`src/rtl/lsu_pkg.sv`:
```
// Shared types and constants for the load/store unit: FSM state encoding,
// byte-lane selectors and address-range helpers.
package lsu_pkg;

  localparam int unsigned LSU_ADDR_W = 16;
  localparam int unsigned LSU_DATA_W = 16;
  localparam int unsigned LSU_DEPTH  = 128;
  localparam int unsigned BYTE_W     = 8;

  localparam logic LANE_LO = 1'b0;
  localparam logic LANE_HI = 1'b1;

  typedef enum logic [2:0] {
    ST_IDLE   = 3'd0,
    ST_LOAD   = 3'd1,
    ST_RMW_RD = 3'd2,
    ST_STORE  = 3'd3,
    ST_RESP   = 3'd4
  } lsu_state_e;

  // Highest legal byte address for a memory of the given word depth.
  function automatic int unsigned byte_addr_max(input int unsigned depth);
    return 2 * depth - 1;
  endfunction

  localparam int unsigned BYTE_ADDR_MAX = byte_addr_max(LSU_DEPTH);

endpackage

```
`src/rtl/load_store_unit_byte_lane.sv`:
```
// Byte-lane helper: extracts a byte from a read word with sign/zero extension
// and merges a store byte into a captured word for read-modify-write.
module byte_lane
  import lsu_pkg::*;
(
  input  logic [LSU_DATA_W-1:0] i_rd_word,
  input  logic [LSU_DATA_W-1:0] i_merge_word,
  input  logic                  i_lane,
  input  logic                  i_signed,
  input  logic [BYTE_W-1:0]     i_wbyte,
  output logic [LSU_DATA_W-1:0] o_ext,
  output logic [LSU_DATA_W-1:0] o_merged
);

  logic [BYTE_W-1:0] w_byte;

  // Little-endian lanes: lane 0 is bits [7:0], lane 1 is bits [15:8].
  always_comb begin
    w_byte   = (i_lane == LANE_HI) ? i_rd_word[15:8] : i_rd_word[7:0];
    o_ext    = i_signed ? {{BYTE_W{w_byte[BYTE_W-1]}}, w_byte}
                        : {{BYTE_W{1'b0}}, w_byte};
    o_merged = (i_lane == LANE_HI) ? {i_wbyte, i_merge_word[7:0]}
                                   : {i_merge_word[15:8], i_wbyte};
  end

endmodule

```
`src/rtl/load_store_unit.sv`:
```
// Load/store unit: turns CPU load/store requests into dataMemory cycles, with
// byte loads and read-modify-write byte stores. Optional macro LSU_ERR_CHECK_EN.
module load_store_unit
  import lsu_pkg::*;
#(
  parameter int unsigned ADDR_W = LSU_ADDR_W,
  parameter int unsigned DATA_W = LSU_DATA_W,
  parameter int unsigned DEPTH  = LSU_DEPTH
) (
  input  logic              clk,
  input  logic              reset,
  input  logic              req_valid,
  output logic              req_ready,
  input  logic              req_write,
  input  logic              req_byte,
  input  logic              req_signed,
  input  logic [ADDR_W-1:0] req_addr,
  input  logic [DATA_W-1:0] req_wdata,
  output logic              resp_valid,
  output logic [DATA_W-1:0] resp_rdata,
  output logic              resp_err,
  output logic              busy,
  output logic [ADDR_W-1:0] mem_addr,
  output logic [DATA_W-1:0] mem_wdata,
  output logic              mem_write,
  output logic              mem_read,
  input  logic [DATA_W-1:0] mem_rdata
);

  localparam int unsigned IDX_W = $clog2(DEPTH);
  localparam int unsigned BA_W  = IDX_W + 1;

  lsu_state_e        r_state;
  lsu_state_e        w_next;
  logic              r_write;
  logic              r_byte;
  logic              r_signed;
  logic [BA_W-1:0]   r_addr;
  logic [DATA_W-1:0] r_wdata;
  logic [DATA_W-1:0] r_word;
  logic [DATA_W-1:0] r_rdata;
  logic              w_err;
  logic [DATA_W-1:0] w_ext;
  logic [DATA_W-1:0] w_merged;

`ifdef LSU_ERR_CHECK_EN
  logic r_err;

  // Misaligned word access or out-of-range address bypasses memory.
  assign w_err    = (!req_byte && req_addr[0]) ||
                    (req_addr > ADDR_W'(byte_addr_max(DEPTH)));
  assign resp_err = r_err && (r_state == ST_RESP);
`else
  logic w_unused_addr;

  assign w_err         = 1'b0;
  assign resp_err      = 1'b0;
  assign w_unused_addr = &{1'b0, req_addr[ADDR_W-1:BA_W]};
`endif

  byte_lane u_byte_lane (
    .i_rd_word    (mem_rdata),
    .i_merge_word (r_word),
    .i_lane       (r_addr[0]),
    .i_signed     (r_signed),
    .i_wbyte      (r_wdata[BYTE_W-1:0]),
    .o_ext        (w_ext),
    .o_merged     (w_merged)
  );

  // State register.
  always_ff @(posedge clk) begin
    if (reset) r_state <= ST_IDLE;
    else       r_state <= w_next;
  end

  // Next-state logic.
  always_comb begin
    w_next = r_state;
    case (r_state)
      ST_IDLE: begin
        if (req_valid) begin
          if (w_err)           w_next = ST_RESP;
          else if (!req_write) w_next = ST_LOAD;
          else if (req_byte)   w_next = ST_RMW_RD;
          else                 w_next = ST_STORE;
        end
      end
      ST_LOAD:   w_next = ST_RESP;
      ST_RMW_RD: w_next = ST_STORE;
      ST_STORE:  w_next = ST_RESP;
      ST_RESP:   w_next = ST_IDLE;
      default:   w_next = ST_IDLE;
    endcase
  end

  // Output decode; memory strobes are gated so reset never lets a write land.
  always_comb begin
    req_ready  = (r_state == ST_IDLE);
    busy       = (r_state != ST_IDLE);
    resp_valid = (r_state == ST_RESP);
    resp_rdata = r_rdata;
    mem_read   = ((r_state == ST_LOAD) || (r_state == ST_RMW_RD)) && !reset;
    mem_write  = (r_state == ST_STORE) && !reset;
    mem_addr   = '0;
    mem_wdata  = '0;
    if (r_state != ST_IDLE) mem_addr = ADDR_W'(r_addr[IDX_W:1]);
    if (r_state == ST_STORE) mem_wdata = r_byte ? w_merged : r_wdata;
  end

  // Request latch and read-data capture.
  always_ff @(posedge clk) begin
    if (reset) begin
      r_write  <= 1'b0;
      r_byte   <= 1'b0;
      r_signed <= 1'b0;
      r_addr   <= '0;
      r_wdata  <= '0;
      r_word   <= '0;
      r_rdata  <= '0;
`ifdef LSU_ERR_CHECK_EN
      r_err    <= 1'b0;
`endif
    end else begin
      case (r_state)
        ST_IDLE: begin
          if (req_valid) begin
            r_write  <= req_write;
            r_byte   <= req_byte;
            r_signed <= req_signed;
            r_addr   <= req_addr[BA_W-1:0];
            r_wdata  <= req_wdata;
            r_rdata  <= '0;
`ifdef LSU_ERR_CHECK_EN
            r_err    <= w_err;
`endif
          end
        end
        ST_LOAD:   r_rdata <= (r_byte && !r_write) ? w_ext : mem_rdata;
        ST_RMW_RD: r_word  <= mem_rdata;
        default:   ;
      endcase
    end
  end

endmodule
```
`config.mk`:
```
export PLATFORM = sky130hd
export DESIGN_NAME = load_store_unit
export DESIGN_NICKNAME = d
export VERILOG_FILES = /design/src/rtl/lsu_pkg.sv /design/src/rtl/load_store_unit_byte_lane.sv /design/src/rtl/load_store_unit.sv
export SDC_FILE = /design/constraint.sdc
export NUM_CORES = 1
export LEC_CHECK = 0
export CORE_MARGIN = 4
export CORE_UTILIZATION = 40
export DETAILED_ROUTE_END_ITERATION = 6
export MAX_ROUTING_LAYER = met4
export PLACE_DENSITY = 0.79
export RECOVER_POWER = 100
export SYNTH_ARGS = -nofsm -noshare
export SYNTH_HDL_FRONTEND = slang
export SYNTH_SLANG_ARGS = --single-unit
```
`constraint.sdc`:
```
create_clock -name clk -period 1.9 [get_ports clk]
set_input_delay 0.38 -clock clk [delete_from_list [all_inputs] [get_ports clk]]
set_output_delay 0.38 -clock clk [all_outputs]
set_load 0.02 [all_outputs]
```
==> impl_results.html, run 1 <==
<table>
<tr><th>Metric</th><th>Value</th></tr>
<tr><th colspan="2">Run status</th></tr>
<tr><td>Run status</td><td>complete, no violations</td></tr>
<tr><th colspan="2">Logic synthesis</th></tr>
<tr><td>Synth area leader</td><td>sky130_fd_sc_hd__dfxtp_1</td></tr>
<tr><td>Average cell area after synthesis</td><td>a little over 8 µm²</td></tr>
<tr><td>Distinct cell type count of the synthesized netlist</td><td>30</td></tr>
<tr><td>Warning count from the yosys run</td><td>0</td></tr>
<tr><td>Cell with the most instances after synthesis</td><td>sky130_fd_sc_hd__nand2_1</td></tr>
<tr><td>Share of the yosys chip area belonging to registers</td><td>between 40% and 50%</td></tr>
<tr><td>Most common flop cell mapped by yosys</td><td>sky130_fd_sc_hd__dfxtp_1</td></tr>
<tr><td>Top post-synthesis cells by count</td><td>sky130_fd_sc_hd__nand2_1, sky130_fd_sc_hd__dfxtp_1, sky130_fd_sc_hd__a21oi_1</td></tr>
<tr><td>Number of cells produced by synthesis</td><td>334</td></tr>
<tr><td>Number of enable flip-flop cells after synthesis</td><td>0</td></tr>
<tr><td>Post-synthesis instance area</td><td>roughly 2800 µm²</td></tr>
<tr><td>Most area-consuming cells after synthesis</td><td>sky130_fd_sc_hd__dfxtp_1, sky130_fd_sc_hd__nand2_1, sky130_fd_sc_hd__a21oi_1</td></tr>
<tr><td>Top cell type's share of synthesized area</td><td>between 40 and 50%</td></tr>
<tr><td>Fraction of registers with async set/reset</td><td>0%</td></tr>
<tr><td>Number of flip-flops and latches in the synthesized netlist</td><td>62</td></tr>
<tr><th colspan="2">Cells and area</th></tr>
<tr><td>Number of nets in the layout</td><td>between 400 and 500</td></tr>
<tr><td>Area taken by multi-input logic gates</td><td>1369 µm²</td></tr>
<tr><td>Seq. cell area</td><td>1246 µm²</td></tr>
<tr><td>Area growth, synth to finish</td><td>39.78%</td></tr>
<tr><td>Final Core Density</td><td>around three fifths</td></tr>
<tr><td>Number of filler cells placed in the layout</td><td>619</td></tr>
<tr><td>Proportion of layout cells with a drive suffix above 1</td><td>a little under a fifth</td></tr>
<tr><td># diodes</td><td>0</td></tr>
<tr><th colspan="2">STA</th></tr>
<tr><td>Final-report hold violation count</td><td>0</td></tr>
<tr><td>Max-slew violations</td><td>0</td></tr>
<tr><td>Final worst slack</td><td>~0.044 ns</td></tr>
<tr><td>Clock Skews</td><td>about 0.0084 ns</td></tr>
<tr><td>Highest attainable clock frequency</td><td>around 540 MHz</td></tr>
<tr><td>Final critical-path required period</td><td>1.856 ns</td></tr>
<tr><td>Worst relative slew slack</td><td>approximately three fifths</td></tr>
<tr><td>Tcrit/Tclk final</td><td>97.66%</td></tr>
<tr><td>Number of failing setup endpoints in the final timing report</td><td>0</td></tr>
<tr><td>Transition time at the pin with the least slew margin</td><td>between 0.6 and 0.7 ns</td></tr>
<tr><th colspan="2">Clock tree</th></tr>
<tr><td>H-tree depth</td><td>3</td></tr>
<tr><td>Number of buffers inserted for hold repair after clock tree synthesis</td><td>0</td></tr>
<tr><td>Cell chosen for the clock root</td><td>sky130_fd_sc_hd__clkbuf_8</td></tr>
<tr><td>Clock edge transition at the registers on the reported setup and hold paths</td><td>~0.060 ns</td></tr>
<tr><td>Number of clock buffers inserted by TritonCTS</td><td>9</td></tr>
<tr><td># clock sinks</td><td>62</td></tr>
<tr><td>Maximum buffer depth of the clock tree</td><td>2</td></tr>
<tr><td>Worst-Skew Late Latency</td><td>~0.33 ns</td></tr>
<tr><td>CTS tree</td><td>built</td></tr>
<tr><th colspan="2">Routing</th></tr>
<tr><td>Via/cell ratio</td><td>between 5 and 6</td></tr>
<tr><td>Post-Route WL</td><td>around 7.9 mm</td></tr>
<tr><td>Starting DRC count in detailed routing</td><td>about 200</td></tr>
<tr><td>Routed length per instance</td><td>about 15 µm</td></tr>
<tr><td>Count of nets left with antenna violations after detail routing</td><td>0</td></tr>
<tr><td>Vias after detailed routing</td><td>around 2700</td></tr>
<tr><td>Drt first pass iters</td><td>4</td></tr>
<tr><td>Residual DRC</td><td>0</td></tr>
<tr><th colspan="2">Die</th></tr>
<tr><td>Core region area</td><td>between 6000 and 7000 µm²</td></tr>
<tr><td>Standard-cell row count</td><td>29</td></tr>
<tr><td>Total I/O pin count</td><td>108</td></tr>
<tr><td>DIE WIDTH</td><td>roughly 90 µm</td></tr>
<tr><td>Die extent in y</td><td>91.00 µm</td></tr>
<tr><td>Initial cell density of the core</td><td>between 40 and 50%</td></tr>
<tr><td>Area of the die</td><td>between 8000 and 9000 µm²</td></tr>
<tr><th colspan="2">Global route</th></tr>
<tr><td>First-pass GRT wire length</td><td>12.56 mm</td></tr>
<tr><td>Vias in the first global route</td><td>~2600</td></tr>
<tr><td>GRT overflow</td><td>0</td></tr>
<tr><td>Total Routing Usage GR</td><td>roughly a fifth</td></tr>
<tr><td>Pin count of the biggest net entering global routing</td><td>38</td></tr>
<tr><td>Initial antenna violation count</td><td>0</td></tr>
<tr><th colspan="2">Worst setup path</th></tr>
<tr><td>Cell at the slowest stage of the critical path</td><td>sky130_fd_sc_hd__dfxtp_1</td></tr>
<tr><td>Start point of the critical path</td><td>r_state[2]$_SDFFE_PP0P_</td></tr>
<tr><td>Cells on worst reg2reg path</td><td>5</td></tr>
<tr><td>Critical path launch point type</td><td>flip-flop</td></tr>
<tr><td>Cell chain of the critical path</td><td>nand3b_1 -&gt; buf_6 -&gt; buf_4 -&gt; a21oi_1 -&gt; buf_2</td></tr>
<tr><td>Worst Path Class, Setup</td><td>reg -&gt; out</td></tr>
<tr><td>Biggest fanout along the worst timing path</td><td>13</td></tr>
<tr><td>Sort of element at the end of the critical path</td><td>primary output</td></tr>
<tr><td>Critical path data arrival time</td><td>1.48 ns</td></tr>
<tr><td>Setup slack on the worst flop-to-flop path</td><td>0.11 ns</td></tr>
<tr><td>Critical Path Max Stage Delay</td><td>between 0.3 and 0.4 ns</td></tr>
<tr><td>Worst flop-to-flop path endpoint</td><td>r_wdata[12]$_SDFFE_PP0P_</td></tr>
<tr><td>Data required time of the worst path</td><td>between 1.5 and 2 ns</td></tr>
<tr><td>Startpoint of the worst-slack reg-to-reg timing path</td><td>r_state[2]$_SDFFE_PP0P_</td></tr>
<tr><th colspan="2">Job</th></tr>
<tr><td>Max-cap violation count</td><td>0</td></tr>
<tr><th colspan="2">Hold path</th></tr>
<tr><td>Worst Hold Path EP</td><td>r_state[2]$_SDFFE_PP0P_</td></tr>
<tr><td>Min-Delay Startpoint</td><td>reset</td></tr>
<tr><td>Hold/Removal Path Class</td><td>in -&gt; reg</td></tr>
<tr><td>Hold Path Stages</td><td>2</td></tr>
<tr><th colspan="2">Placement</th></tr>
<tr><td>Final estimated routing congestion in global placement</td><td>0.8267</td></tr>
<tr><td>Worst slack after detailed placement</td><td>-0.1134 ns</td></tr>
<tr><td>Placed wire-length estimate</td><td>between 5 and 6 mm</td></tr>
<tr><td>Number of buffers inserted by port buffering</td><td>89</td></tr>
<tr><th colspan="2">Power and ir drop</th></tr>
<tr><td>Leakage power figure</td><td>roughly 1.6 nW</td></tr>
<tr><td>Maximum vdd ir drop</td><td>0.4191 mV</td></tr>
<tr><td>Power per Cell Area</td><td>roughly 770 nW/µm²</td></tr>
</table>
## worst max path at each step
| stage | slack, ns | to |
|---|---|---|
| finish | 0.04 | mem_wdata[2] |
| global placement | -0.12 | mem_wdata[13] |
| detailed placement | -0.11 | mem_wdata[13] |
| global route | -0.01 | mem_wdata[2] |
| CTS | 0.0003 | mem_wdata[12] |
| floorplan | 0.03 | mem_wdata[13] |
## placed cells by master (no fill, tap or decap), types with 2 or more instances in the layout
| cell | instances |
|---|---|
| sky130_fd_sc_hd__nand2_1 | 103 |
| sky130_fd_sc_hd__dfxtp_1 | 60 |
| sky130_fd_sc_hd__a21oi_1 | 50 |
| sky130_fd_sc_hd__clkdlybuf4s50_1 | 43 |
| sky130_fd_sc_hd__buf_4 | 21 |
| sky130_fd_sc_hd__mux2i_1 | 17 |
| sky130_fd_sc_hd__dlygate4sd3_1 | 17 |
| sky130_fd_sc_hd__buf_2 | 17 |
| sky130_fd_sc_hd__conb_1 | 10 |
| sky130_fd_sc_hd__clkbuf_8 | 10 |
| sky130_fd_sc_hd__nor2_1 | 9 |
| sky130_fd_sc_hd__a221o_1 | 8 |
| sky130_fd_sc_hd__o2bb2ai_1 | 8 |
| sky130_fd_sc_hd__nor2b_1 | 7 |
| sky130_fd_sc_hd__a211oi_1 | 7 |
| sky130_fd_sc_hd__a21oi_2 | 5 |
| sky130_fd_sc_hd__clkbuf_2 | 5 |
| sky130_fd_sc_hd__clkbuf_1 | 4 |
| sky130_fd_sc_hd__nand3b_1 | 3 |
| sky130_fd_sc_hd__buf_6 | 3 |
| sky130_fd_sc_hd__inv_1 | 2 |
| sky130_fd_sc_hd__nor3b_2 | 2 |
| sky130_fd_sc_hd__nor4_1 | 2 |
| sky130_fd_sc_hd__clkinv_2 | 2 |
| sky130_fd_sc_hd__buf_12 | 2 |
## per-stage QoR
| stage | power, mW | hold WS, ns | setup TNS (ns) | std cells | instance area, µm² |
|---|---|---|---|---|---|
| CTS | 2.986 | 0.2289 | 0 | 512 | 3914 |
| global placement | 2.030 | 0.4385 | -1.909 | 498 | 3784 |
| global route | 3.084 | 0.2400 | -0.009826 | 513 | 3851 |
| finish | 2.952 | 0.2372 | 0 | 513 | 3851 |
| detailed placement | 2.045 | 0.4432 | -2.523 | 498 | 3784 |
| floorplan | 1.777 | 0.4318 | 0 | 343 | 2794 |
## critical path: cells and delay by family (launching register included)
kind | cells | cell delay, ns
buffers and inverters | 3 | 0.52
DFF | 1 | 0.31
and+or+nand+nor | 1 | 0.19
AOI/OAI and AO/OA | 1 | 0.13
## layout make-up
class                   instances  area share (%)
inverters                       2          0.1949
repair buffers                113           25.37
clock buffers                  12           3.769
multi-input cells             245           35.54
well taps                      77           2.502
flip-flops and latches         62           32.36
clock inverters                 2          0.2599
## routing by layer
layer	up-vias	routed length, µm	track usage, %	part of all wire [%]
li1	1312	-	-	-
met1	1250	3311	22.34	42
met5	-	0	-	0
met2	77	4020	32.19	51
met3	12	401	4.132	5.1
met4	0	129	7.412	1.6
## what timing repair did
| item | 4_1_cts | 5_1_grt |
|---|---|---|
| endpoints found under the setup margin | 28 | 25 |
| resized for setup | 95 | 35 |
| buffers inserted | 0 | 1 |
## cells by family (layout without fill, tap and decap cells)
logic type	Yosys count	count (layout)	synth area share, %
AOI/OAI and AO/OA	79	79	17.89
and+or+nand+nor	138	138	22.80
other	1	10	0.1361
buffers and inverters	36	129	7.629
DFF	62	62	45.05
xor gates and xnor gates	1	1	0.3180
muxes	17	17	6.176
## registers in the layout, summed over array words and instances (netlist names)
register / cells
r_write: 1
r_word: 16
r_byte: 1
r_wdata: 16
r_addr: 8
r_state: 3
r_signed: 1
resp_rdata: 16
## power breakdown
group	internal, mW	leakage (nW)	total, mW	switching, mW
Combinational	0.262	0.983	0.568	0.306
Sequential	1.38	0.507	1.43	0.0493
Clock	0.491	0.0821	0.957	0.466
(Power assumes the default switching activity.)
==> run 2, diff against run 1 <==
SKIP_CTS_REPAIR_TIMING = 1   (was default)
==> run 2 against run 1 <==
Net effect: register-to-register slack got worse by 0.04 ns; flip-flop and latch count did not move; largest cell class unchanged; global-route usage shrank 0.23 points; via count up 0.79%; sequential power hardly changed; critical path depth stayed put; setup slack worse by 0.032 ns; die area unchanged.
==> impl_results.html, run 2 (synthesis results as in run 1) <==
<table>
<tr><th>Metric</th><th>Value</th></tr>
<tr><th colspan="2">Cells and area</th></tr>
<tr><td>Final Core Density</td><td>59.58%</td></tr>
<tr><td>Leading cell types in the layout, fill and taps excluded</td><td>sky130_fd_sc_hd__nand2_1, sky130_fd_sc_hd__dfxtp_1, sky130_fd_sc_hd__a21oi_1</td></tr>
<tr><td>Most common cell after layout, fill and taps aside</td><td>sky130_fd_sc_hd__nand2_1</td></tr>
<tr><td>Area growth, synth to finish</td><td>41.24%</td></tr>
<tr><td>Number of nets in the layout</td><td>between 400 and 500</td></tr>
<tr><td>Number of filler cells placed in the layout</td><td>between 600 and 700</td></tr>
<tr><td># diodes</td><td>0</td></tr>
<tr><td>Non-Filler Cell Area, Final</td><td>just under 4000 µm²</td></tr>
<tr><td>Proportion of layout cells with a drive suffix above 1</td><td>between 10% and 20%</td></tr>
<tr><th colspan="2">Routing</th></tr>
<tr><td>Post-Route WL</td><td>approximately 7.8 mm</td></tr>
<tr><td>Count of nets left with antenna violations after detail routing</td><td>0</td></tr>
<tr><td>Drt first pass iters</td><td>4</td></tr>
<tr><td>Residual DRC</td><td>0</td></tr>
<tr><td>Routed length per instance</td><td>between 15 and 20 µm</td></tr>
<tr><td>Starting DRC count in detailed routing</td><td>182</td></tr>
<tr><td>Via/cell ratio</td><td>between 5 and 6</td></tr>
<tr><td>Vias after detailed routing</td><td>2672</td></tr>
<tr><th colspan="2">Placement</th></tr>
<tr><td>Number of buffers inserted by port buffering</td><td>89</td></tr>
<tr><td>Placed wire-length estimate</td><td>about 5.6 mm</td></tr>
<tr><td>Area after detailed placement</td><td>~3800 µm²</td></tr>
<tr><td>Final estimated routing congestion in global placement</td><td>around 0.83</td></tr>
<tr><th colspan="2">STA</th></tr>
<tr><td>Final-report hold violation count</td><td>0</td></tr>
<tr><td>Final critical-path required period</td><td>~1.9 ns</td></tr>
<tr><td>Hold slack</td><td>~0.23 ns</td></tr>
<tr><td>Clock Skews</td><td>between 0.008 and 0.009 ns</td></tr>
<tr><td>Transition time at the pin with the least slew margin</td><td>approximately 0.59 ns</td></tr>
<tr><td>Highest attainable clock frequency</td><td>roughly 530 MHz</td></tr>
<tr><td>Max-slew violations</td><td>0</td></tr>
<tr><td>Final total negative setup slack</td><td>0 ns</td></tr>
<tr><td>Worst relative slew slack</td><td>around 60%</td></tr>
<tr><td>Number of failing setup endpoints in the final timing report</td><td>0</td></tr>
<tr><td>Setup repair after global routing missed its margin</td><td>true</td></tr>
<tr><td>Tcrit/Tclk final</td><td>99.37%</td></tr>
<tr><th colspan="2">Global route</th></tr>
<tr><td>Vias in the first global route</td><td>about 2600</td></tr>
<tr><td>Initial antenna violation count</td><td>0</td></tr>
<tr><td>GRT overflow</td><td>0</td></tr>
<tr><td>Pin count of the biggest net entering global routing</td><td>38</td></tr>
<tr><td>First-pass GRT wire length</td><td>approximately 12 mm</td></tr>
<tr><td>Total Routing Usage GR</td><td>between 10% and 20%</td></tr>
<tr><th colspan="2">Run status</th></tr>
<tr><td>Run status</td><td>complete, no violations</td></tr>
<tr><th colspan="2">Worst setup path</th></tr>
<tr><td>Worst Path Class, Setup</td><td>reg -&gt; out</td></tr>
<tr><td>Setup slack on the worst flop-to-flop path</td><td>about 0.070 ns</td></tr>
<tr><td>Data required time of the worst path</td><td>between 1.5 and 2 ns</td></tr>
<tr><td>Critical path data arrival time</td><td>1.51 ns</td></tr>
<tr><td>Worst flop-to-flop path endpoint</td><td>resp_rdata[8]$_SDFFE_PP0P_</td></tr>
<tr><td>Setup crit end</td><td>mem_wdata[12]</td></tr>
<tr><td>Biggest fanout along the worst timing path</td><td>7</td></tr>
<tr><td>Sort of element at the end of the critical path</td><td>primary output</td></tr>
<tr><td>Start point of the critical path</td><td>r_state[2]$_SDFFE_PP0P_</td></tr>
<tr><td>Startpoint of the worst-slack reg-to-reg timing path</td><td>r_state[1]$_SDFFE_PP0P_</td></tr>
<tr><td>Critical path launch point type</td><td>flip-flop</td></tr>
<tr><td>Cells on worst reg2reg path</td><td>4</td></tr>
<tr><th colspan="2">Clock tree</th></tr>
<tr><td># clock sinks</td><td>62</td></tr>
<tr><td>Clock edge transition at the registers on the reported setup and hold paths</td><td>around 0.060 ns</td></tr>
<tr><td>Cell chosen for the clock root</td><td>sky130_fd_sc_hd__clkbuf_8</td></tr>
<tr><td>H-tree depth</td><td>3</td></tr>
<tr><td>Worst-Skew Late Latency</td><td>~0.33 ns</td></tr>
<tr><td>Number of clock buffers inserted by TritonCTS</td><td>9</td></tr>
<tr><td>CTS tree</td><td>built</td></tr>
<tr><td>Maximum buffer depth of the clock tree</td><td>2</td></tr>
<tr><th colspan="2">Power and ir drop</th></tr>
<tr><td>Power per Cell Area</td><td>between 700 and 800 nW/µm²</td></tr>
<tr><td>Leakage power figure</td><td>about 1.6 nW</td></tr>
<tr><td>Post-route total power</td><td>approximately 3 mW</td></tr>
<tr><td>Maximum vdd ir drop</td><td>roughly 0.42 mV</td></tr>
<tr><th colspan="2">Die</th></tr>
<tr><td>Initial cell density of the core</td><td>between 40% and 50%</td></tr>
<tr><td>Standard-cell row count</td><td>29</td></tr>
<tr><td>Die extent in y</td><td>a little over 90 µm</td></tr>
<tr><td>Area of the die</td><td>just over 8000 µm²</td></tr>
<tr><td>Total I/O pin count</td><td>approximately 110</td></tr>
<tr><td>DIE WIDTH</td><td>about 91 µm</td></tr>
<tr><td>Core region area</td><td>~6500 µm²</td></tr>
<tr><th colspan="2">Job</th></tr>
<tr><td>Max-cap violation count</td><td>0</td></tr>
<tr><th colspan="2">Hold path</th></tr>
<tr><td>Hold/Removal Path Class</td><td>in -&gt; reg</td></tr>
</table>
run 2: worst min path at each step:
stage,startpoint,end,depth (start not counted)
2_1_floorplan,r_addr[1]$_SDFFE_PP0P_,r_addr[1]$_SDFFE_PP0P_,2
5_1_grt,reset,r_state[2]$_SDFFE_PP0P_,2
3_3_place_gp,r_addr[2]$_SDFFE_PP0P_,r_addr[2]$_SDFFE_PP0P_,2
3_5_place_dp,r_addr[6]$_SDFFE_PP0P_,r_addr[6]$_SDFFE_PP0P_,2
6_report,reset,r_state[2]$_SDFFE_PP0P_,2
4_1_cts,reset,r_state[2]$_SDFFE_PP0P_,2
run 2: where the power goes:
group / internal (mW) / leakage [nW] / switching (mW)
clock: 0.491 / 0.0821 / 0.463
sequential: 1.38 / 0.507 / 0.0484
combinational: 0.267 / 1.04 / 0.307
run 2: per-stage QoR:
step / setup slack [ns] / cells
6_report: 0.01206 / 514
5_1_grt: -0.06654 / 514
4_1_cts: -0.4806 / 512
3_5_place_dp: -0.1134 / 498
3_3_place_gp: -0.1193 / 498
2_1_floorplan: 0.02670 / 343
run 2: cell type report:
| cell class | count | area (µm²) | share of cell area [%] |
|---|---|---|---|
| sequential | 62 | 1246 | 32.03 |
| inverter | 2 | 7.507 | 0.1929 |
| clock inverter | 2 | 10.01 | 0.2572 |
| multi-input combinational | 245 | 1376 | 35.37 |
| clock buffer | 12 | 145.1 | 3.730 |
| tap | 77 | 96.34 | 2.476 |
| timing repair buffer | 114 | 1010 | 25.95 |
run 2: worst max-delay path, cell delays in order (launching register included):
cell and delay (ns):
sky130_fd_sc_hd__dfxtp_2 0.32, sky130_fd_sc_hd__nand3b_1 0.23, sky130_fd_sc_hd__buf_6 0.19, sky130_fd_sc_hd__buf_4 0.13
sky130_fd_sc_hd__a211oi_2 0.14, sky130_fd_sc_hd__buf_4 0.17
run 2: metal layers:
metal / track usage [%] / wire length (µm)
met3: 4.298 / 488
met5: - / 0
met2: 31.70 / 3953
met4: 7.412 / 121
met1: 21.98 / 3242
==> RTL edit 1, RTL diff (config.mk and constraints of run 2) <==
The 5 states of `lsu_state_e` get a one-hot encoding in 5 bits.
--- a/src/rtl/lsu_pkg.sv
+++ b/src/rtl/lsu_pkg.sv
@@ -10,12 +10,12 @@
   localparam logic LANE_LO = 1'b0;
   localparam logic LANE_HI = 1'b1;
 
-  typedef enum logic [2:0] {
-    ST_IDLE   = 3'd0,
-    ST_LOAD   = 3'd1,
-    ST_RMW_RD = 3'd2,
-    ST_STORE  = 3'd3,
-    ST_RESP   = 3'd4
+  typedef enum logic [4:0] {
+    ST_IDLE   = 5'b00001,
+    ST_LOAD   = 5'b00010,
+    ST_RMW_RD = 5'b00100,
+    ST_STORE  = 5'b01000,
+    ST_RESP   = 5'b10000
   } lsu_state_e;
 
   // Highest legal byte address for a memory of the given word depth.
Formal check against the unedited RTL: no difference found for any inputs over 10 cycles, from zero or initial values and one cycle with reset high; not proved beyond that.
==> RTL edit 1 against run 2 <==
The run now ends with negative setup slack left; sequential cell count up 2; sequential share of layout area down 3.8 points; synthesized area up 13%; total power up 16%; cell count up 15%; combinational power up 40%; hold slack better by 0.23 ns; wire length up 25%; clock skew about the same; cell area up 17%; worst setup slack worse by 0.14 ns.
==> RTL edit 1: results (changes against run 2) <==
drt-initial-drc-count: 238  # +31%
synth_compound_area_share_pct: 25.6  # +7.7 points
hold-worst-slack_ns: 0.469  # +0.234 ns
drt-total-wl_um: 9780  # +25%
stdcell_count: 590  # +15%
syn2layout_area_growth_pct: 46.9
arrival_ns: 1.65  # +0.14 ns
synthTopCellsByArea: "dfxtp_1, a21oi_1, nand3_1, o21ai_0, mux2i_1"
comb-power_mw: 0.804  # +40%
max_slew_margin_pct: 61.5  # +1.0 points
skew_ns: 0.00839  # -0.000202 ns
dp_slack_ns: -0.265  # -0.151 ns
dp_cells: 564  # +13%
track_usage_pct: 21.3  # +2.4 points
n_fill_cell: 646  # +5.6%
nets: 540  # +11%
p_leak_nw: 1.68  # +3.0%
grt_pass1_wl_um: 15000  # +21%
setup_violations: 23  # +23
outcome: "finished with violations"
dpl_cell_area_um2: 4210  # +11%
final.setup.tns_ns: -1.32  # -1.32 ns
ys_seq_area_share_pct: 41.3  # -3.8 points
fin_ws_ns: -0.125  # -0.137 ns
violations: "negative setup slack"
p_clk_mw: 1.16  # +22%
synth_cells: 381  # +14%
layout-drive-gt1-share_pct: 24.4  # +6.6 points
critPathMaxFanout: 16  # +9
synth_xor_xnor_area_share_pct: 0  # -0.32 points
netlist_top_cells_count: "dfxtp_1, a21oi_1, nand3_1"
gp_congestion: 0.921  # +11%
grt_max_degree: 45  # +18%
synth.mux.area_fraction_pct: 5.52  # -0.65 points
vias: 3309  # +24%
p_int_mw: 2.37  # +11%
hold_path.class: "flip-flop to flip-flop"
grt_pass1_vias: 3051  # +17%
vdd.ir_drop.worst_mv: 0.415  # -2.2%
## RTL edit 1: worst paths after layout
check,start,to,cells past startpoint
max reg2reg,r_state[4],r_state[2],4
min,resp_rdata[13],resp_rdata[13],2
min reg2reg,resp_rdata[13],resp_rdata[13],2
max,r_state[4],mem_wdata[13],5
## RTL edit 1: layer usage
metal	vias to the layer above	track usage (%)	routed length [um]
met5	-	-	0
met1	1602	26.8	4240
li1	1588	-	-
met4	0	7.11	159
met3	15	4.30	537
met2	104	34.0	4850
## RTL edit 1: worst max-delay path: stages, from the launching register on
cell and delay (ns):
dfxtp_2 0.34, nor3_4 0.20, nand3b_1 0.15, buf_6 0.19
a211oi_1 0.21, buf_2 0.21
## RTL edit 1: area by class of cell
type	instances	share of cell area, %
Inverter	3	0.247
Clock buffer	9	2.72
Clock inverter	7	1.59
Multi-Input combinational cell	275	37.5
Timing Repair Buffer	133	27.0
Tap cell	99	2.72
Sequential cell	64	28.2
==> RTL edit 2, RTL diff (settings of run 2) <==
Without the edit above. The package constant `LSU_ADDR_W` goes from 16 to 14.
--- a/src/rtl/lsu_pkg.sv
+++ b/src/rtl/lsu_pkg.sv
@@ -2,7 +2,7 @@
 // byte-lane selectors and address-range helpers.
 package lsu_pkg;
 
-  localparam int unsigned LSU_ADDR_W = 16;
+  localparam int unsigned LSU_ADDR_W = 14;
   localparam int unsigned LSU_DATA_W = 16;
   localparam int unsigned LSU_DEPTH  = 128;
   localparam int unsigned BYTE_W     = 8;
Ports: changed (resized mem_addr and req_addr); port bits go from 108 to 104. No check against the original RTL was run, so the function may have changed too.
==> RTL edit 2 against run 2 <==
Total power is 6.4% higher; via count is 2.3% lower; worst setup slack better by 0.049 ns; synthesized cell count is 0.60% lower; sequential share of layout area is 0.47 points lower; register-to-register slack better by 0.08 ns; cell count is 0.39% higher; wire length is 4.6% lower; synthesized area is 0.54% lower; sequential cell count stayed put; largest power group unchanged; count of clock-buffer cells in the layout is 2 lower; cell area is 1.2% higher; highest routed layer unchanged; global-route usage hardly changed; largest cell class unchanged.
==> RTL edit 2: results (changes against run 2) <==
synth.distinct_cells: 30  # unchanged
min_delay_path_depth: 2  # unchanged
ys_warn_count: 0  # unchanged
viasPerCell: 5.06  # -2.7%
grt_pass1_vias: 2654  # +1.6%
antenna_found_initial: 0  # unchanged
drt-total-wl_um: 7450  # -4.6%
hold_path.class: "input pin to flip-flop"
p_leak_nw: 1.68  # +3.0%
clk_latency_ns: 0.33  # about the same
r2r_start: "r_state[2]"
max_slew_margin_pct: 63.9  # +3.4 points
synth-seq-cells: 62  # unchanged
r2r_cells: 5  # +1
gp_congestion: 0.880  # +6.5%
hpwlAfterDp_um: 5560  # -0.40%
skew_ns: 0.00672  # -0.00187 ns
cp_slowest_cell: "dfxtp_1"
dpl_cell_area_um2: 3800  # +0.40%
clockRootBuffer: "clkbuf_8"
cts.clk_slew.worst_paths_ns: 0.06  # about the same
layout-drive-gt1-share_pct: 16.6  # -1.2 points
io_buffers: 89  # unchanged
nets: 486  # -0.41%
p_clk_share_pct: 36.4  # +4.1 points
critical-path-top-delay-family: "buffers and inverters"
arrival_ns: 1.46  # -0.05 ns
h-tree-depth: 3  # unchanged
cpPeakStageDelay_ns: 0.32  # about the same
ys_seq_area_share_pct: 45.3  # +0.25 points
outcome: "finished, final reports clean"
r2r_setup_slack_ns: 0.15  # +0.08 ns
drt-initial-drc-count: 127  # -30%
clockBufferDepth: 2  # unchanged
vdd.ir_drop.worst_mv: 0.490  # +15%
netlist_top_cells_count: "nand2_1, dfxtp_1, a21oi_1"
track_usage_pct: 18.9  # +0.028 points
grt_pass1_wl_um: 12400  # -0.55%
worstHoldStart: "reset"
n_antenna_cell: 0  # unchanged
switching_share_pct: 27.3  # -0.47 points
ys_async_sr_fraction_pct: 0  # unchanged
critPathMaxFanout: 3  # -4
power.total_mw: 3.14  # +6.4%
min_to: "r_state[2]"
comb-power_mw: 0.579  # +0.9%
synthTopCellsByArea: "dfxtp_1, nand2_1, a21oi_1, mux2i_1, a221o_1"
grt_max_degree: 37  # -2.6%
drtPass1Iterations: 6  # +2
timing.rr.end: "r_wdata[14]"
cts_buffers: 9  # unchanged
## RTL edit 2: cell count changes after synthesis, sizes merged
cell,change
buf,-2
## RTL edit 2: area by class of cell
class                      instances  area [um2]
sequential                        62        1240
inverter                           2        7.51
timing repair buffer             116        1020
clock inverter                     6        61.3
fill                             591        2560
tap                               77        96.3
multi-input combinational        243        1370
clock buffer                      10         138
## RTL edit 2: per-stage QoR
step | cells | setup WS, ns | hold WS, ns
after global placement | 499 | -0.0749 | 0.438
after CTS | 515 | -0.446 | 0.268
final | 516 | 0.0611 | 0.286
after floorplan | 339 | 0.0267 | 0.432
after detailed placement | 499 | -0.0877 | 0.448
after global routing | 516 | 0.00105 | 0.289
## RTL edit 2: worst max-delay path by stage
stage	start	slack, ns	to
after global routing	r_state[0]	0.001	mem_write
after floorplan	r_state[2]	0.03	mem_wdata[13]
after detailed placement	req_valid	-0.09	r_wdata[2]
final	r_state[2]	0.06	mem_wdata[12]
after global placement	r_state[2]	-0.07	mem_wdata[13]
after CTS	r_addr[0]	-0.45	mem_wdata[3]
## RTL edit 2: layer usage
layer	GRT usage (%)	part of all wire, %	vias to the layer above
met5	-	0	-
li1	-	-	1318
met2	31.8	49	82
met3	3.50	5.2	12
met4	7.53	1.5	0
met1	22.3	44	1198
## RTL edit 2: worst register-to-register path: stages, from the launching register on
cell and delay [ns]:
dfxtp_1 0.32, buf_4 0.18, or4b_2 0.69, clkbuf_4 0.26, nand2_1 0.11, a21oi_1 0.07
## RTL edit 2: kinds of logic after synthesis
logic type | after synthesis | synth area share (%)
AOI/OAI and AO/OA | 79 | 18.0
other | 1 | 0.137
DFF | 62 | 45.3
muxes | 17 | 6.21
buffers and inverters | 34 | 7.12
and+or+nand+nor | 138 | 22.9
xor gates and xnor gates | 1 | 0.320
